## src/rtl/uart_rx_pkg.sv

```systemverilog
// Shared constants for the UART receive path: FSM encoding and oversampling points.
package uart_rx_pkg;

    localparam logic [1:0] ST_IDLE  = 2'b00;
    localparam logic [1:0] ST_START = 2'b01;
    localparam logic [1:0] ST_DATA  = 2'b10;
    localparam logic [1:0] ST_STOP  = 2'b11;

    localparam int OVERSAMPLE = 16;
    localparam int MID_SAMPLE = 7;

endpackage

```

## src/rtl/sync_2ff.sv

```systemverilog
// Two-flop synchroniser for a single asynchronous input; reset value is selectable.
module sync_2ff #(
    parameter logic RESET_VAL = 1'b1
) (
    input  logic i_clk,
    input  logic i_reset_n,
    input  logic i_d,
    output logic o_q
);

    logic sync_p0;
    logic sync_p1;

    always_ff @(posedge i_clk or negedge i_reset_n) begin
        if (!i_reset_n) begin
            sync_p0 <= RESET_VAL;
            sync_p1 <= RESET_VAL;
        end else begin
            sync_p0 <= i_d;
            sync_p1 <= sync_p0;
        end
    end

    assign o_q = sync_p1;

endmodule

```

## src/rtl/uart_rx.sv

```systemverilog
// UART receiver: 16x oversampled, mid-bit sampling, 1 start / NB_DATA data (LSB first) / stop.
module uart_rx
    import uart_rx_pkg::*;
#(
    parameter int NB_DATA     = 8,
    parameter int SB_TICK     = 16,
    parameter int NB_TICK_CNT = 5
) (
    input  logic               i_clk,
    input  logic               i_reset_n,
    input  logic               i_tick,
    input  logic               i_rx,
    output logic [NB_DATA-1:0] o_data,
    output logic               o_rx_done_tick,
    output logic               o_frame_error
);

    localparam int NB_BIT_CNT = (NB_DATA > 1) ? $clog2(NB_DATA) : 1;

    localparam logic [NB_TICK_CNT-1:0] S_MID  = NB_TICK_CNT'(MID_SAMPLE);
    localparam logic [NB_TICK_CNT-1:0] S_BIT  = NB_TICK_CNT'(OVERSAMPLE - 1);
    localparam logic [NB_TICK_CNT-1:0] S_STOP = NB_TICK_CNT'(SB_TICK - 1);
    localparam logic [NB_BIT_CNT-1:0]  N_LAST = NB_BIT_CNT'(NB_DATA - 1);

    logic                   rx_s;
    logic [1:0]             state;
    logic [NB_TICK_CNT-1:0] s;
    logic [NB_BIT_CNT-1:0]  n;
    logic [NB_DATA-1:0]     shreg;

    sync_2ff #(
        .RESET_VAL (1'b1)
    ) u_sync_rx (
        .i_clk     (i_clk),
        .i_reset_n (i_reset_n),
        .i_d       (i_rx),
        .o_q       (rx_s)
    );

    // IDLE reacts without a tick so a start edge right after a stop is never missed.
    always_ff @(posedge i_clk or negedge i_reset_n) begin
        if (!i_reset_n) begin
            state          <= ST_IDLE;
            s              <= '0;
            n              <= '0;
            shreg          <= '0;
            o_data         <= '0;
            o_rx_done_tick <= 1'b0;
            o_frame_error  <= 1'b0;
        end else begin
            o_rx_done_tick <= 1'b0;
            case (state)
                ST_IDLE: begin
                    if (!rx_s) begin
                        state <= ST_START;
                        s     <= '0;
                    end
                end
                ST_START: begin
                    if (i_tick) begin
                        if (s == S_MID) begin
                            if (!rx_s) begin
                                state <= ST_DATA;
                                s     <= '0;
                                n     <= '0;
                            end else begin
                                state <= ST_IDLE;
                            end
                        end else begin
                            s <= s + 1'b1;
                        end
                    end
                end
                ST_DATA: begin
                    if (i_tick) begin
                        if (s == S_BIT) begin
                            shreg <= {rx_s, shreg[NB_DATA-1:1]};
                            s     <= '0;
                            if (n == N_LAST) begin
                                state <= ST_STOP;
                            end else begin
                                n <= n + 1'b1;
                            end
                        end else begin
                            s <= s + 1'b1;
                        end
                    end
                end
                ST_STOP: begin
                    if (i_tick) begin
                        if (s == S_STOP) begin
                            o_data         <= shreg;
                            o_frame_error  <= ~rx_s;
                            o_rx_done_tick <= 1'b1;
                            state          <= ST_IDLE;
                        end else begin
                            s <= s + 1'b1;
                        end
                    end
                end
                default: state <= ST_IDLE;
            endcase
        end
    end

endmodule

```

## config.mk

```make
export PLATFORM = sky130hd
export DESIGN_NAME = uart_rx
export DESIGN_NICKNAME = d
export VERILOG_FILES = /design/src/rtl/uart_rx_pkg.sv /design/src/rtl/sync_2ff.sv /design/src/rtl/uart_rx.sv
export SDC_FILE = /design/constraint.sdc
export NUM_CORES = 1
export LEC_CHECK = 0
export BUFFER_PORTS_ARGS = -buffer_cell sky130_fd_sc_hd__buf_2
export CAP_MARGIN = 20
export CORE_ASPECT_RATIO = 1.4
export CORE_MARGIN = 4
export CORE_UTILIZATION = 50
export CTS_BUF_LIST = sky130_fd_sc_hd__clkbuf_4 sky130_fd_sc_hd__clkbuf_8
export CTS_CLUSTER_DIAMETER = 80
export DETAILED_ROUTE_END_ITERATION = 6
export GPL_TIMING_DRIVEN = 1
export PLACE_DENSITY = 0.8
export SYNTH_ARGS = -nofsm -noshare
export SYNTH_HDL_FRONTEND = slang
export SYNTH_SLANG_ARGS = --single-unit
export TNS_END_PERCENT = 30
```

## constraint.sdc

```tcl
create_clock -name i_clk -period 5.4 [get_ports i_clk]
set_clock_uncertainty 0.15 [all_clocks]
set_input_delay 0.81 -clock i_clk [delete_from_list [all_inputs] [get_ports i_clk]]
set_output_delay 0.81 -clock i_clk [all_outputs]
set_load 0.1 [all_outputs]
```

==> results of run 1 <==
==> cells by family (layout without fill, tap and decap cells) <==
| kind of cell | Yosys count | count (layout) | share of synthesized area |
|---|---|---|---|
| fa+ha+maj | 4 | 4 | 0.0357 |
| mux | 19 | 19 | 0.172 |
| compound gates | 24 | 24 | 0.109 |
| flops | 30 | 30 | 0.537 |
| xor+xnor | 1 | 1 | 0.00624 |
| buf+inv | 11 | 28 | 0.0437 |
| simple gates | 22 | 22 | 0.0971 |
==> path summary, 6_finish.rpt <==
| kind | endpoint | slack, ps | cells after the start |
|---|---|---|---|
| min in group asynchronous | s[4]$_DFFE_PN0P_ | 320 | 1 |
| hold reg to reg | u_sync_rx.o_q$_DFF_PN1_ | 220 | 0 |
| max in group asynchronous | n[2]$_DFFE_PN0P_ | 4350 | 1 |
| setup / recovery | shreg[2]$_DFFE_PN0P_ | 3290 | 4 |
| hold / removal | u_sync_rx.o_q$_DFF_PN1_ | 220 | 0 |
| setup reg to reg | shreg[2]$_DFFE_PN0P_ | 3290 | 4 |
==> cells in the mapped netlist (2+ instances only) <==
library cell / n / share of area
inv_1: 7 / 0.019
dfrtp_1: 28 / 0.50
nand3b_1: 2 / 0.011
mux2_2: 9 / 0.072
a31oi_1: 3 / 0.013
dfstp_2: 2 / 0.037
o21ai_0: 12 / 0.043
nor2_1: 2 / 0.0053
buf_6: 2 / 0.016
nand2_1: 6 / 0.016
ha_1: 4 / 0.036
mux2i_1: 2 / 0.014
nand2b_1: 2 / 0.0089
mux2_4: 8 / 0.086
nand3_1: 3 / 0.011
==> per-layer routing <==
metal / share of wire / vias up
met4: 0.021 / 0
met2: 0.53 / 13
met3: 0.035 / 6
met5: 0 / -
met1: 0.41 / 465
li1: - / 432
==> power groups by stage <==
stage | combinational, mW | clock [mW] | sequential (mW)
after CTS | 0.173 | 0.147 | 0.306
after detailed placement | 0.172 | 0 | 0.310
after global routing | 0.195 | 0.159 | 0.314
after global placement | 0.167 | 0 | 0.307
after floorplan | 0.144 | 0 | 0.312
final | 0.172 | 0.144 | 0.307
==> state kept, by name, summed over array words and instances, names as in the netlist, named ones only <==
register / flops
n: 3
u_sync_rx.sync_p0: 1
o_rx_done_tick: 1
shreg: 8
state: 1
o_frame_error: 1
u_sync_rx.o_q: 1
o_data: 8
s: 5
==> metrics by stage <==
stage               instances  setup WS, ps  total power, mW
CTS                       164          3290            0.626
finish                    164          3290            0.623
detailed placement        156          3030            0.483
global placement          156          3100            0.474
global route              164          3150            0.667
floorplan                 111          3490            0.455
==> cells in the final DEF (no fill, tap or decap), types with 2 or more instances in the layout <==
cell type,instances
dfrtp_1,28
buf_2,13
o21ai_0,12
mux2_2,9
mux2_4,8
inv_1,7
nand2_1,6
clkbuf_4,5
ha_1,4
nand3_1,3
a31oi_1,3
nor2_1,2
nand3b_1,2
mux2i_1,2
nand2b_1,2
dfstp_2,2
==> area by class of cell <==
class | instances | share of cell area
Clock buffer | 6 | 0.0333
Sequential cell | 30 | 0.488
Timing Repair Buffer | 13 | 0.0422
Inverter | 7 | 0.0170
Multi-Input combinational cell | 70 | 0.382
Tap cell | 36 | 0.0292
Clock inverter | 2 | 0.00811
==> worst reg2reg max path, cell delays in order, from the launching register on <==
cell and delay, ps:
dfrtp_1 400, ha_1 270, and4b_1 290, and3_1 550, mux2_4 350
==> impl_metrics.csv, run 1 <==
group,metric,value,unit
sta,worstMarginPinSlew,636,ps
finish,synthToLayoutAreaGrowth,9.89,%
clocking,tritoncts.num_buffers,5,
worst_hold_path,hp-class,"flip-flop to flip-flop",
setup_path,crit_path_cell_trace,"ha_1 -> and4b_1 -> and3_1 -> mux2_4",
setup_path,critPathLaunchType,"flip-flop",
global_route,grt_max_degree,31,
setup_path,max_stage_delay,550,ps
power,power_density,404,nW/um2
logic_synthesis,syn_nets,119,
clocking,clk_pin_slew_worst_paths,100,ps
run_status,outcome,"completed",
logic_synthesis,ys_types,34,
floorplan,floorplan.initialDensity,0.526,
sta,fin_crit_sh,0.391,
sta,fmax,473,MHz
power,swShare,0.376,
global_route,busiest_layer,"met2",
global_route,global_route.usage.met1,0.175,
finish,multi_input_area,589,um2
floorplan,die_area,3730,um2
drt,drtAntennaViolNets,0,
sta,setup_violations,0,
global_route,grt-ovfl-total,0,
setup_path,cp-end-kind,"flip-flop",
global_route,grt_pass1_wl,4.10,mm
sta,period_needed,2110,ps
logic_synthesis,ys_seq_elements,30,
floorplan,die_x,52.8,um
logic_synthesis,netlist_area,1400,um2
drt,wire_per_inst,14.5,um
finish,regArea,753,um2
power,p_seq_frac,0.492,
drt,dr.pass1.iters,4,
placement,place_area,1480,um2
clocking,tritoncts,"built",
finish,final_cell_area,1540,um2
power,combPwrFrac,0.276,
finish,nets,135,
power,internal-power,0.389,mW
global_route,grt_pass1_vias,925,
logic_synthesis,avgSynthCellArea,12.6,um2
clocking,clockBufferDepth,2,
finish,nFillCells,246,
setup_path,path_delay_family,"simple AND/OR/NAND/NOR gates",
global_route,antenna_found_initial,0,
setup_path,critPathKind,"flip-flop to flip-flop",
setup_path,crit_start,"s[0]$_DFFE_PN0P_",
power,netSwitchingPower,0.234,mW
power,clkPwrFrac,0.232,
setup_path,reg2reg_from,"s[0]$_DFFE_PN0P_",
setup_path,cp.required,5480,ps
drt,totalWireLength,2.37,mm
floorplan,die_y,70.7,um
setup_path,cp.arrival,2200,ps
logic_synthesis,netlist_instances,111,
logic_synthesis,async_reset_ff_frac,1.00,
floorplan,io_pins,14,
drt,routed-via-count,916,
sta,fin_hold_ws,218,ps
sta,drv_slew,0,
placement,dp_hpwl,1.68,mm
sta,maxSlewHeadroom,0.576,
drt,drtIter0Drc,30,
power,power_leakage,0.760,nW
sta,rsz0062_at_grt,"no",
drt,drc,0,
finish,drive_above_1_share,0.328,
sta,setup_tns,0,ps
logic_synthesis,yosysSeqAreaShare,0.537,
clocking,cts-hold-fix-buffers,0,
placement,gp_congestion,0.843,
finish,post-route-util,0.578,
global_route,globalRouteMet2Util,0.240,
clocking,cts_sinks,30,
placement,port_buffers,13,
flow_run,max-cap-violations,0,
floorplan,fp-row-count,22,
logic_synthesis,yosys_warnings,0,
clocking,cts_setup_buffers,0,
clocking,htreeDepth,2,
power,ir_drop,0.261,mV
logic_synthesis,synthFlopType,"dfrtp_1",
setup_path,slowest_stage,"and3_1",
floorplan,core-area,2670,um2
global_route,grt_util_met3,0.0463,
sta,final_hold_viol_count,0,
global_route,grt_use_total,0.150,
worst_hold_path,min_from,"u_sync_rx.sync_p0$_DFF_PN1_",
logic_synthesis,synth_edf_count,0,
setup_path,path_max_fanout,10,
setup_path,critPathBufInv,0,
finish,antenna-diode-count,0,
clocking,clk_latency,340,ps
clocking,cts_resized,0,
drt,vias_per_cell,5.59,
clocking,cts-root-buf,"clkbuf_4",
No activity file was read; power rests on OpenSTA's default activity.
==> inputs of run 2 (changes only) <==
--- a/config.mk
+++ b/config.mk
@@ -14,7 +14,7 @@
 export CTS_CLUSTER_DIAMETER = 80
 export DETAILED_ROUTE_END_ITERATION = 6
 export GPL_TIMING_DRIVEN = 1
-export PLACE_DENSITY = 0.8
+export PLACE_DENSITY = 0.83
 export SYNTH_ARGS = -nofsm -noshare
 export SYNTH_HDL_FRONTEND = slang
 export SYNTH_SLANG_ARGS = --single-unit
==> constraint.sdc (replaced) <==
create_clock -name i_clk -period 1.8 [get_ports i_clk]
set_clock_uncertainty 0.15 [all_clocks]
set_input_delay 0.27 -clock i_clk [delete_from_list [all_inputs] [get_ports i_clk]]
set_output_delay 0.27 -clock i_clk [all_outputs]
set_load 0.1 [all_outputs]
==> run 2 against run 1 <==
  * Clock-buffer cell count stayed put
  * Sequential share of layout area is 7.1 points lower
  * Sequential power grew to 2.7 times the previous value
  * Fmax is 20% higher
  * Critical path type unchanged
  * Critical endpoint is now o_data[4]$_DFFE_PN0P_
  * Highest routed layer unchanged
==> impl_metrics.csv, run 2 (synthesized netlist as in run 1, its figures left out) <==
group,metric,value,unit
setup_path,reg2reg_slack,30,ps
drt,routed-via-count,1026,
clocking,clk_latency,330,ps
global_route,grt_pass1_vias,1052,
setup_path,timing.rr.end,"o_data[4]$_DFFE_PN0P_",
power,power_leakage,0.885,nW
drt,dr.pass1.iters,4,
finish,synthToLayoutAreaGrowth,28.5,%
clocking,tritoncts.num_buffers,5,
sta,rsz0062_at_grt,"yes",
clocking,clockBufferDepth,2,
floorplan,io_pins,14,
sta,final_hold_viol_count,0,
drt,drtIter0Drc,36,
setup_path,ff2ff_path_depth,6,
setup_path,path_max_fanout,10,
setup_path,critPathLaunchType,"flip-flop",
finish,drive_above_1_share,0.446,
finish,final_cell_area,1800,um2
power,p_total,2.47,mW
power,ir_drop,1.15,mV
clocking,clk_pin_slew_worst_paths,100,ps
placement,port_buffers,13,
drt,vias_per_cell,5.58,
sta,period_needed,1770,ps
power,power_density,1370,nW/um2
finish,stdcell_count,184,
finish,antenna-diode-count,0,
clocking,cts_sinks,30,
floorplan,floorplan.initialDensity,0.526,
drt,drtAntennaViolNets,0,
clocking,tritoncts,"built",
setup_path,slowest_stage,"dfrtp_1",
sta,fin_crit_sh,0.981,
finish,final_common_cell,"dfrtp_1",
sta,maxSlewHeadroom,0.576,
drt,totalWireLength,2.88,mm
global_route,grt_use_total,0.176,
floorplan,die_x,52.8,um
sta,fmax,567,MHz
drt,drc,0,
flow_run,max-cap-violations,0,
setup_path,endpoint,"o_data[4]$_DFFE_PN0P_",
setup_path,crit_path_cell_trace,"ha_2 -> buf_6 -> nand4b_1 -> nor2_4 -> buf_12 -> mux2_2",
setup_path,critPathKind,"flip-flop to flip-flop",
global_route,grt_max_degree,31,
floorplan,core-area,2670,um2
sta,drv_slew,0,
placement,place_inst,171,
drt,wire_per_inst,15.6,um
global_route,antenna_found_initial,0,
clocking,htreeDepth,2,
setup_path,cp.required,1860,ps
sta,worstMarginPinSlew,637,ps
floorplan,fp-row-count,22,
worst_hold_path,hp-class,"primary input to flip-flop",
run_status,outcome,"completed",
global_route,grt_pass1_wl,4.73,mm
setup_path,reg2reg_from,"s[0]$_DFFE_PN0P_",
finish,nets,155,
finish,final_cell_mix,"dfrtp_1 (28), buf_4 (16), buf_2 (13)",
global_route,grt-ovfl-total,0,
setup_path,max_stage_delay,390,ps
setup_path,cp-end-kind,"flip-flop",
floorplan,die_y,70.7,um
setup_path,crit_start,"s[0]$_DFFE_PN0P_",
placement,gp_congestion,0.821,
floorplan,die_area,3730,um2
finish,reg_top3,"o_data x8, shreg x8, s x5",
setup_path,cp.arrival,1820,ps
placement,dp_hpwl,1.89,mm
sta,setup_violations,0,
placement,place_area,1600,um2
clocking,cts-root-buf,"clkbuf_4",
[run 2: cell count changes in the layout (fill, tap and decap cells not counted), sizes merged]
cell         delta
buf            +18
bufinv          +2
clkinv          -1
dlygate4sd3     +2
clkinvlp        -1
[run 2: how the worst min path moves through the flow]
stage / from / slack (ps) / depth (start not counted) / end
detailed placement: i_reset_n / 180 / 1 / state[0]$_DFFE_PN0P_
CTS: i_tick / 200 / 4 / s[4]$_DFFE_PN0P_
global placement: i_reset_n / 170 / 1 / state[0]$_DFFE_PN0P_
floorplan: i_reset_n / -180 / 0 / async pin
global route: u_sync_rx.sync_p0$_DFF_PN1_ / 220 / 0 / u_sync_rx.o_q$_DFF_PN1_
finish: i_tick / 210 / 4 / s[4]$_DFFE_PN0P_
[run 2: where the power goes]
group | switching (mW) | internal (mW)
logic | 0.518 | 0.417
registers | 0.0761 | 0.768
clock network | 0.224 | 0.470
[run 2: routing by layer]
metal,part of all wire,vias up,GRT usage
met5,0,-,0
met4,0.032,0,0.0824
met3,0.039,10,0.0716
met2,0.54,30,0.287
met1,0.38,513,0.196
li1,-,473,-
[run 2: stage by stage]
step / utilization / setup TNS, ps / hold slack, ps / setup slack (ps)
final: 0.676 / 0 / 206 / 34.8
after global routing: 0.676 / -261 / 219 / -63.3
after CTS: 0.650 / -123 / 201 / -46.4
after detailed placement: 0.601 / -417 / 180 / -61.6
after global placement: 0.601 / -124 / 172 / -15.7
after floorplan: - / 0 / -176 / 73.4
[run 2: area by class of cell]
cell class | instances | area, um2
inverter | 7 | 26.3
fill | 189 | 866
clock inverter | 2 | 60.1
clock buffer | 6 | 51.3
sequential | 30 | 753
timing repair buffer | 33 | 236
tap | 36 | 45.0
multi-input combinational | 70 | 632
[run 2: what timing repair did]
item	in CTS	in global routing
gates resized for setup	3	13
hold buffers	2	0
gates cloned	0	0
endpoints found under the hold margin	29	0
setup endpoints to repair	14	26
pin swaps	0	8
buffers inserted	0	3
[run 2: worst max-delay path, delay by kind of cell (launching register included)]
kind	cells	cell delay [ps]
and+or+nand+nor	2	320
DFF	1	390
muxes	1	330
adders and majority gates	1	200
buffers and inverters	2	250
